==> config.mk <==
export PLATFORM = sky130hd
export DESIGN_NAME = ly_one_shot_gen
export DESIGN_NICKNAME = d
export VERILOG_FILES = /design/src/rtl/ly_one_shot_gen.sv
export SDC_FILE = /design/constraint.sdc
export NUM_CORES = 2
export LEC_CHECK = 0
export ABC_CLOCK_PERIOD_IN_PS = 3610
export BUFFER_PORTS_ARGS = -buffer_cell sky130_fd_sc_hd__buf_2
export CAP_MARGIN = 20
export CORE_UTILIZATION = 40
export DETAILED_ROUTE_END_ITERATION = 6
export GPL_TIMING_DRIVEN = 0
export SYNTH_ARGS = -nofsm -noshare
export SYNTH_HDL_FRONTEND = slang
export SYNTH_SLANG_ARGS = --single-unit
==> constraint.sdc <==
create_clock -name clk -period 3.61 [get_ports clk]
set_clock_uncertainty 0.2 [all_clocks]
set_input_delay 0.722 -clock clk [delete_from_list [all_inputs] [get_ports clk]]
set_output_delay 0.722 -clock clk [all_outputs]
set_load 0.03 [all_outputs]
==> src/rtl/ly_one_shot_gen.sv <==
// Per-channel one-shot for one layer of wire-group hits.
// A rising edge on a channel starts an output pulse of programmable width, followed by a
// programmable dead time during which further edges are discarded. The layer also supports
// retriggering during a pulse, a per-channel mask and a global trig_stop freeze.
module ly_one_shot_gen #(
    parameter int unsigned NCH     = 64,
    parameter int unsigned PW_BITS = 4,
    parameter int unsigned DT_BITS = 4
) (
    input  logic               clk,
    input  logic               rst,
    input  logic [NCH-1:0]     ly,
    output logic [NCH-1:0]     lyr,
    input  logic               trig_stop,
    input  logic [PW_BITS-1:0] pulse_width,
    input  logic [DT_BITS-1:0] dead_time,
    input  logic               retrig,
    input  logic [NCH-1:0]     mask,
    output logic               any_start
);

    typedef enum logic [1:0] {
        StIdle  = 2'd0,
        StPulse = 2'd1,
        StDead  = 2'd2
    } ch_state_e;

    localparam logic [PW_BITS-1:0] PwOne = PW_BITS'(1);
    localparam logic [DT_BITS-1:0] DtOne = DT_BITS'(1);

    ch_state_e          state_q [NCH];
    ch_state_e          state_d [NCH];
    logic [PW_BITS-1:0] pcnt_q  [NCH];
    logic [PW_BITS-1:0] pcnt_d  [NCH];
    logic [DT_BITS-1:0] dcnt_q  [NCH];
    logic [DT_BITS-1:0] dcnt_d  [NCH];

    logic [NCH-1:0]     ly_q;
    logic [NCH-1:0]     rise;
    logic [NCH-1:0]     start_d;
    logic [NCH-1:0]     lyr_d;
    logic [NCH-1:0]     lyr_q;
    logic               any_start_q;
    logic [PW_BITS-1:0] pw_eff;

    // Effective pulse width: a zero setting still yields a single-cycle pulse.
    always_comb begin
        pw_eff = (pulse_width == '0) ? PwOne : pulse_width;
    end

    // Rising-edge detect against the previous cycle's input sample.
    always_comb begin
        rise = ly & ~ly_q;
    end

    // Per-channel next-state: mask beats trig_stop, trig_stop beats the normal FSM.
    always_comb begin
        for (int i = 0; i < NCH; i++) begin
            state_d[i] = state_q[i];
            pcnt_d[i]  = pcnt_q[i];
            dcnt_d[i]  = dcnt_q[i];
            start_d[i] = 1'b0;

            if (mask[i]) begin
                // Masking aborts whatever the channel was doing.
                state_d[i] = StIdle;
                pcnt_d[i]  = '0;
                dcnt_d[i]  = '0;
            end else if (!trig_stop) begin
                unique case (state_q[i])
                    StIdle: begin
                        if (rise[i]) begin
                            state_d[i] = StPulse;
                            pcnt_d[i]  = pw_eff;
                            start_d[i] = 1'b1;
                        end
                    end
                    StPulse: begin
                        if (retrig && rise[i]) begin
                            // Reload wins over expiry on the same edge.
                            pcnt_d[i] = pw_eff;
                        end else if (pcnt_q[i] <= PwOne) begin
                            pcnt_d[i] = '0;
                            if (dead_time != '0) begin
                                state_d[i] = StDead;
                                dcnt_d[i]  = dead_time;
                            end else begin
                                state_d[i] = StIdle;
                            end
                        end else begin
                            pcnt_d[i] = pcnt_q[i] - PwOne;
                        end
                    end
                    StDead: begin
                        // Edges seen here are dropped, including on the last dead cycle.
                        if (dcnt_q[i] <= DtOne) begin
                            state_d[i] = StIdle;
                            dcnt_d[i]  = '0;
                        end else begin
                            dcnt_d[i] = dcnt_q[i] - DtOne;
                        end
                    end
                    default: begin
                        state_d[i] = StIdle;
                        pcnt_d[i]  = '0;
                        dcnt_d[i]  = '0;
                    end
                endcase
            end

            lyr_d[i] = (state_d[i] == StPulse);
        end
    end

    // State, counters, edge history and registered outputs.
    always_ff @(posedge clk) begin
        if (rst) begin
            // History starts all-ones so inputs held high through reset do not fire.
            ly_q        <= '1;
            lyr_q       <= '0;
            any_start_q <= 1'b0;
            for (int i = 0; i < NCH; i++) begin
                state_q[i] <= StIdle;
                pcnt_q[i]  <= '0;
                dcnt_q[i]  <= '0;
            end
        end else begin
            // History tracks the input even while frozen, so frozen edges are lost.
            ly_q        <= ly;
            lyr_q       <= lyr_d;
            any_start_q <= |start_d;
            for (int i = 0; i < NCH; i++) begin
                state_q[i] <= state_d[i];
                pcnt_q[i]  <= pcnt_d[i];
                dcnt_q[i]  <= dcnt_d[i];
            end
        end
    end

    assign lyr       = lyr_q;
    assign any_start = any_start_q;

endmodule

==> results.py <==
metrics = {
    "outcome": {
        "run_status": "finished with violations",
        "violations": "setup timing",
    },
    "critical_path": {
        "cp-startpoint": "trig_stop",
        "cp-start-kind": "input pin",
        "arrival_ps": 4020,
        "path_class": "in2reg",
        "critical_path_required_ps": 3900,
        "worst_setup_path_end_kind": "flip-flop",
        "r2r_start": "state_q[0][6]",
        "worst-r2r-cell-count": 10,
        "crit_fanout": 10,
    },
    "placement": {
        "io_buffer_count": 200,
        "place_congestion": 0.967,
        "dp_hpwl_mm": 157,
        "dp.cells": 8895,
    },
    "floorplanning": {
        "die_w_um": 368,
        "core_mm2": 0.132,
        "die_h_um": 368,
        "initial_core_util_pct": 40.5,
        "io_pins": 205,
        "fp-row-count": 133,
        "dieArea_mm2": 0.135,
    },
    "cells_and_area": {
        "area_growth_pct": 14.6,
        "utilization_pct": 46.4,
        "fin_cells": 9110,
        "drive_above_1_share_pct": 11.7,
        "nets": 7907,
    },
    "synth": {
        "netlist_area_mm2": 0.0535,
        "synth_ff_type": "dfxtp_1",
        "yosysMostFrequentCell": "dfxtp_1",
        "syn_nets": 7526,
        "synth_edf_count": 0,
        "synth_top_cell_area_share_pct": 28.8,
        "ys_seq_area_share_pct": 28.8,
        "synthCells": 6874,
        "yosys-top-cells-area": "dfxtp_1, ha_1, nand2_1, nor2_1, o21ai_0",
        "syn_area_per_cell_um2": 7.79,
        "yosysTopAreaCell": "dfxtp_1",
        "synth_cell_type_count": 80,
        "yosysWarnings": 0,
        "yosys-top-cells-count": "dfxtp_1, nand2_1, nor2_1",
        "ys_ff_latch": 769,
        "ys_async_sr_fraction_pct": 0,
    },
    "grt": {
        "grt_overflow": 0,
        "first_global_vias": 48800,
        "grt_max_degree": 20,
        "grt_pass1_wl_mm": 315,
        "grt.total_usage_pct": 30.8,
        "antenna_found_initial": 40,
    },
    "timing": {
        "fin_ws_ps": -122,
        "fmax_ghz": 0.268,
        "finalSetupViolations": 11,
        "maxSlewViolCount": 0,
        "period_share_pct": 103,
        "rsz0062_at_grt": "false",
        "relSlewSlack_pct": 6.48,
        "min_period_ps": 3730,
        "tightest_slew_ps": 1390,
        "hold_viol": 0,
        "setup_tns_ps": -321,
    },
    "clock_network": {
        "cts_tree": "done",
        "clk_path_buf_depth": 3,
        "root_buffer": "clkbuf_16",
        "clkTransAtPathRegs_ps": 60,
        "htreeDepth": 3,
        "clkLatencyLatePin_ps": 720,
        "numCtsBuffers": 98,
        "clkSinkCount": 769,
    },
    "detailed_routing": {
        "via_count": 54300,
        "drtAntennaViolNets": 0,
        "avgViaCountPerCell": 5.96,
        "drt_pass1_iterations": 6,
        "drt_iter0_drc": 6597,
        "drc_errors": 0,
        "wl_per_cell_um": 23.9,
        "wl_mm": 218,
    },
    "worst_hold_path": {
        "hp-class": "in2reg",
        "min_path_cells": 2,
        "worstHoldStart": "ly[59]",
    },
    "power_and_ir_drop": {
        "ir_worst_vdd_mv": 0.355,
        "power_mw": 22.1,
        "p_leak_nw": 23.2,
        "powerDensity_mw_per_mm2": 360,
    },
    "run": {
        "max_cap_viol_count": 0,
    },
}
## routing by layer
layer | wire length [um] | global-route usage [%] | vias to the layer above | part of all wire (%)
met3 | 22400 | 6.02 | 537 | 10
met1 | 90500 | 41.4 | 25900 | 42
li1 | - | - | 25200 | -
met5 | 94 | 0 | - | 0.043
met2 | 91000 | 45.9 | 2608 | 42
met4 | 13500 | 17.2 | 16 | 6.2
## path summary, 6_finish.rpt
kind / to / slack (ps)
worst max-delay path: any_start / -120
worst min-delay path: ly_q[59] / 40
worst max register to register: any_start / 260
worst min register to register: dcnt_q[0][1] / 270
## cell families after synthesis
family / after synthesis / synth area share (%)
AOI/OAI and AO/OA: 1985 / 25.3
xor gates and xnor gates: 132 / 2.16
buffers and inverters: 884 / 6.44
DFF: 769 / 28.8
and+or+nand+nor: 2544 / 24.4
muxes: 48 / 0.909
adders and majority gates: 512 / 12.0
## through the flow
step / instance area [um^2] / hold WS [ps] / setup slack (ps)
2_1_floorplan: 53500 / 249 / 1150
3_3_place_gp: 56700 / 261 / -1910
3_5_place_dp: 57600 / 261 / -1250
4_1_cts: 61200 / 1.90 / 0.802
5_1_grt: 61300 / 34.9 / 11.3
6_report: 61300 / 41.9 / -122
## timing repair
action	4_1_cts	5_1_grt
hold buffers	11	0
setup endpoints to repair	14	7
resized for setup	11	4
hold endpoints to repair	11	0
setup buffers	0	0
## flip-flops by register name (all words and copies together), names as in the netlist
name	cells
any_start	1
dcnt_q	256
ly_q	64
lyr	64
pcnt_q	256
state_q	128
## critical path, cell delays in order
cell and delay (ps):
buf_2 310, buf_6 240, buf_2 560, buf_4 530, nor4_1 250, a2111oi_1 630, nand4_1 160, nor4_1 350
nor2_1 230
## cell usage in the layout, fill, tap and decap left out, types with 255 or more instances in the layout
| cell type | count |
|---|---|
| clkbuf_1 | 255 |
| o21ai_0 | 428 |
| dfxtp_1 | 769 |
| nand3_1 | 272 |
| nor2_1 | 587 |
| ha_1 | 512 |
| inv_1 | 509 |
| buf_2 | 259 |
| nand2_1 | 678 |
| a21oi_1 | 409 |
## where the power goes
group | leakage (nW) | internal [mW] | switching [mW]
registers | 6.22 | 8.60 | 0.0899
logic | 15.3 | 0.809 | 1.95
clock network | 1.68 | 6.45 | 4.16
total | 23.2 | 15.9 | 6.20
## final cells by class
type                    instances  area [um^2]
diodes                         18         45.0
plain buffers                 373         1580
clock buffers                 150         2980
clock inverters                32          455
fillers                     13100        70800
inverters                     510         1910
multi-input cells            5221        34800
flip-flops and latches        769        15400
well taps                    1755         2200
repair buffers                282         2000
Note: power is estimated with default switching activity, not from simulation.
